## src/rtl/lsq_free_list.sv

```systemverilog
// rtl/lsq_free_list.sv - circular free-list of load/store queue slot IDs
module lsq_free_list #(
    parameter int IDW         = 4,
    parameter int DEPTH       = 4,
    parameter int INIT_COUNT  = 3,
    parameter int INIT_BASE   = 0,
    parameter int INIT_STRIDE = 4
) (
    input  logic                         Clk,
    input  logic                         Rest,
    input  logic                         AllocReq,
    output logic                         AllocGnt,
    output logic [IDW-1:0]               AllocId,
    output logic [IDW-1:0]               AllocPre,
    input  logic                         Rel0Vld,
    input  logic [IDW-1:0]               Rel0Id,
    input  logic                         Rel1Vld,
    input  logic [IDW-1:0]               Rel1Id,
    input  logic                         Flush,
    output logic [$clog2(DEPTH+1)-1:0]   Count,
    output logic                         Full,
    output logic                         Empty,
    output logic                         Overflow,
    output logic                         Underflow
);

    localparam int CW = $clog2(DEPTH + 1);
    localparam int PW = (DEPTH > 1) ? $clog2(DEPTH) : 1;

    logic [IDW-1:0] entry [DEPTH];
    logic [PW-1:0]  head;
    logic [PW-1:0]  tail;

    logic [CW-1:0]  space;
    logic           grant;
    logic           acc0;
    logic           acc1;
    logic [PW-1:0]  tail1;
    logic [PW-1:0]  tail2;
    logic [PW-1:0]  wr1_ptr;
    logic [PW-1:0]  tail_next;
    logic [CW-1:0]  count_next;
    logic           overflow_hit;

    function automatic logic [PW-1:0] ptr_inc(input logic [PW-1:0] p);
        return (p == PW'(DEPTH - 1)) ? '0 : p + PW'(1);
    endfunction

    function automatic logic [IDW-1:0] init_val(input int i);
        return (i < INIT_COUNT) ? IDW'(INIT_BASE + i * INIT_STRIDE) : '0;
    endfunction

    assign Full     = (Count == CW'(DEPTH));
    assign Empty    = (Count == '0);
    assign AllocPre = entry[head];

    // Space is judged on the start-of-cycle count; a same-cycle grant frees nothing yet.
    always_comb begin
        space        = CW'(DEPTH) - Count;
        grant        = AllocReq && !Empty;
        acc0         = Rel0Vld && (space != '0);
        acc1         = Rel1Vld && (acc0 ? (space > CW'(1)) : (space != '0));
        tail1        = ptr_inc(tail);
        tail2        = ptr_inc(tail1);
        wr1_ptr      = acc0 ? tail1 : tail;
        tail_next    = tail;
        if (acc0 && acc1)
            tail_next = tail2;
        else if (acc0 || acc1)
            tail_next = tail1;
        count_next   = Count - CW'(grant) + CW'(acc0) + CW'(acc1);
        overflow_hit = (Rel0Vld && !acc0) || (Rel1Vld && !acc1);
    end

    always_ff @(posedge Clk) begin
        if (!Rest || Flush) begin
            for (int i = 0; i < DEPTH; i++)
                entry[i] <= init_val(i);
            head     <= '0;
            tail     <= PW'(INIT_COUNT % DEPTH);
            Count    <= CW'(INIT_COUNT);
            AllocGnt <= 1'b0;
            AllocId  <= '0;
        end else begin
            if (acc0)
                entry[tail] <= Rel0Id;
            if (acc1)
                entry[wr1_ptr] <= Rel1Id;
            if (grant) begin
                AllocId <= entry[head];
                head    <= ptr_inc(head);
            end
            AllocGnt <= grant;
            tail     <= tail_next;
            Count    <= count_next;
        end
    end

    // Sticky error flags survive Flush; only reset clears them.
    always_ff @(posedge Clk) begin
        if (!Rest) begin
            Overflow  <= 1'b0;
            Underflow <= 1'b0;
        end else if (!Flush) begin
            if (overflow_hit)
                Overflow <= 1'b1;
            if (AllocReq && Empty)
                Underflow <= 1'b1;
        end
    end

endmodule
```

## config.mk

```make
export PLATFORM = sky130hd
export DESIGN_NAME = lsq_free_list
export DESIGN_NICKNAME = d
export VERILOG_FILES = /design/src/rtl/lsq_free_list.sv
export SDC_FILE = /design/constraint.sdc
export NUM_CORES = 1
export LEC_CHECK = 0
export CAP_MARGIN = 10
export CORE_MARGIN = 2
export CORE_UTILIZATION = 49
export CTS_BUF_LIST = sky130_fd_sc_hd__clkbuf_8
export DETAILED_ROUTE_END_ITERATION = 10
export PLACE_DENSITY = 0.78
export SLEW_MARGIN = 40
export SYNTH_ARGS = -nofsm -noshare
export SYNTH_HDL_FRONTEND = slang
export SYNTH_SLANG_ARGS = --single-unit
```

## constraint.sdc

```tcl
create_clock -name Clk -period 2.7 [get_ports Clk]
set_input_delay 0.54 -clock Clk [delete_from_list [all_inputs] [get_ports Clk]]
set_output_delay 0.54 -clock Clk [all_outputs]
set_load 0.05 [all_outputs]
```

==> results.json <==
{
  "grt_max_degree": 14,
  "power_switching_uw": 369,
  "initial_core_util_pct": 51.9,
  "setup_violations": 0,
  "insertion_delay_ns": 0.28,
  "rows": 21,
  "avgRoutedWirePerCell_um": 16.7,
  "hold_buffers": 0,
  "leakage_uw": 0.000913,
  "n_antenna_cell": 0,
  "grt_pass1_wl_um": 6850,
  "grtUsageTotal_pct": 22.0,
  "outcome": "finished, final reports clean",
  "dp_hpwl_um": 3150,
  "core_area_sq_mm": 0.00342,
  "ios": 30,
  "tns_ns": 0,
  "pwr-share-comb_pct": 22.0,
  "synth_warnings": 0,
  "cp_data_required_time_ns": 2.16,
  "cts_buffers": 5,
  "min_period_ns": 2.61,
  "cp_cell_sequence": "mux4_2, clkdlybuf4s50_1",
  "synthArstFlopShare_pct": 0,
  "max_stage_delay_ns": 0.72,
  "use_met3_pct": 3.87,
  "nets": 224,
  "htree_levels": 2,
  "whs_path_depth": 2,
  "power_density_mw_per_mm2": 582,
  "min_from": "AllocId[0]",
  "grt_overflow": 0,
  "clockRootBuffer": "clkbuf_8",
  "ctsResizeCount": 0,
  "arrival_ns": 2.07,
  "drtIter0Drc": 74,
  "hold_viol": 0,
  "busiest_layer": "met2",
  "area_growth_pct": 32.2,
  "ant_nets": 0,
  "relSlewSlack_pct": 66.1,
  "final_max_slew_viol_count": 0,
  "clk_pin_slew_worst_paths_ns": 0.06,
  "whs_endpoint": "AllocId[0]",
  "postCtsSetupRepairBufs": 0,
  "multi_input_area_sq_um": 948,
  "synth_edf_count": 16,
  "max_cap_viol_count": 0,
  "antenna_found_initial": 0,
  "p_total_uw": 1360,
  "crit_type": "flip-flop to primary output",
  "fillerInstances": 256,
  "synthDistinctLibCells": 42,
  "gr-usage-met2_pct": 40.0,
  "cp.buffers_inverters": 1,
  "worstRegToRegCells": 10,
  "setup_slack_ns": 0.0908,
  "r2r_setup_slack_ns": 0.14,
  "rsz0062_at_grt": "false",
  "wl_um": 4130,
  "fmax_mhz": 383,
  "p_int_uw": 996,
  "synthCells": 160,
  "syn_area_sq_mm": 0.00177,
  "via_count": 1392,
  "hold_class": "flip-flop to flip-flop",
  "cts_tree": "yes",
  "viasPerCell": 5.61,
  "worst_pin_slew_ns": 0.507,
  "path_max_fanout": 4,
  "syn_nets": 183,
  "drive_gt1_share_pct": 20.3,
  "grt_pass1_vias": 1391,
  "ir_drop_mv": 0.272,
  "met1_usage_pct": 26.2,
  "cp-start-kind": "flip-flop",
  "firstDrtPassIters": 4,
  "swShare_pct": 27.0,
  "cts_buffer_depth": 2,
  "ys.flop_type": "edfxtp_1",
  "ys_seq_area_share_pct": 45.2,
  "period_share_pct": 96.6,
  "pwr-share-clk_pct": 36.6,
  "critPathCaptureType": "primary output",
  "place.gp.congestion": 0.893,
  "drc": 0,
  "worstReg2RegStart": "Count[1]",
  "fin_skew_ns": 0.00191,
  "post-place-ws_ns": 0.0864,
  "rr_endpoint": "Count[1]",
  "clock_sinks": 32,
  "cp_top_family": "buffers and inverters",
  "ys_ff_latch": 32,
  "seq_power_share_pct": 41.4,
  "dieWidth_um": 64.2,
  "avgSynthCellArea_sq_um": 11.1,
  "die_area_sq_mm": 0.00412,
  "ff_latch_area_sq_um": 810,
  "die_h_um": 64.2,
  "cpMaxStageDelayCell": "clkdlybuf4s50_1",
  "port_buffers": 29
}
==> worst min-delay path: stages, from the launching register on <==
cell and delay [ns]:
dfxtp_1 0.31, nand2_1 0.05, a21oi_1 0.05
==> routing by layer <==
layer | wire length [um] | vias to the layer above
li1 | - | 660
met1 | 1660 | 680
met2 | 2210 | 42
met3 | 162 | 10
met4 | 93 | 0
met5 | 0 | -
==> power groups by stage <==
stage	sequential [uW]	combinational, uW	clock, uW
6_report	565	301	499
2_1_floorplan	599	171	0
3_5_place_dp	576	292	0
5_1_grt	568	321	531
3_3_place_gp	573	279	0
4_1_cts	565	299	507
==> placed cells by master (no fill, tap or decap), types with 2 or more instances in the layout <==
cell type and n:
clkdlybuf4s50_1 28, nand2_1 26, edfxtp_1 16, dfxtp_1 13
mux2i_1 12, a21oi_1 9, buf_4 9, inv_1 8
nor2_1 8, clkbuf_8 7, mux4_2 4, nand2b_1 4
ha_1 4, inv_2 3, a22o_1 3, nor2b_1 3
o21ai_0 3, xnor2_1 3, ha_4 3, dfxtp_4 2
and3b_1 2, mux2i_4 2, or3_1 2, nor3_1 2
nand4_1 2, o21a_1 2, fa_1 2
==> area by class of cell <==
type	count	share of cell area (%)
clock buffers	7	4.11
clock inverters	1	1.28
inverters	11	1.76
multi-input cells	113	40.5
flip-flops and latches	32	34.5
well taps	46	2.46
repair buffers	38	15.4
==> cells in the mapped netlist (all sizes together), types with 3 or more instances <==
cell / n / area share, %
xnor2: 3 / 1.5
dfxtp: 16 / 18
nand2b: 4 / 1.4
edfxtp: 16 / 27
nor2: 8 / 1.7
nor2b: 3 / 1.1
mux2i: 14 / 9.3
mux4: 4 / 5.1
a21oi: 9 / 2.5
ha: 7 / 4.9
a22o: 3 / 1.5
o21ai: 3 / 0.85
inv: 11 / 2.3
nand2: 26 / 5.5
nor3: 3 / 1.5
==> worst max path at each step <==
stage	start	to	slack [ns]	depth (start not counted)
after CTS	flip-flop	AllocPre[2]	0.05	2
after global placement	Rel0Vld	Count[1]	0.14	8
final	flip-flop	AllocPre[1]	0.09	2
after detailed placement	Rel0Vld	Count[1]	0.09	8
after global routing	flip-flop	AllocPre[1]	0.03	2
after floorplan	Count[1]	Count[1]	0.03	10
==> flip-flops by register name, summed over array words and instances (netlist names), named ones only <==
signal and cells:
Overflow 1, Underflow 1, entry 16, AllocGnt 1, tail 2, Count 3, head 2, AllocId 4
==> through the flow <==
| step | hold WS (ns) | area, sq um | cells | util [%] |
|---|---|---|---|---|
| 5_1_grt | 0.494 | 2340 | 248 | 68.6 |
| 6_report | 0.454 | 2340 | 248 | 68.6 |
| 3_5_place_dp | 0.450 | 2210 | 240 | 64.8 |
| 4_1_cts | 0.459 | 2340 | 248 | 68.5 |
| 2_1_floorplan | 0.454 | 1820 | 160 | - |
| 3_3_place_gp | 0.444 | 2210 | 240 | 64.8 |
==> logic make-up (layout without fill, tap and decap cells) <==
| family | count (synthesis) | in the layout | synth area share [%] |
|---|---|---|---|
| fa+ha+maj | 9 | 9 | 7.20 |
| xor+xnor | 3 | 3 | 1.48 |
| mux | 19 | 19 | 15.0 |
| buf+inv | 15 | 57 | 3.46 |
| simple gates | 57 | 57 | 18.1 |
| compound gates | 25 | 25 | 9.53 |
| flops | 32 | 32 | 45.2 |
Power figures use the tool's default switching activity.
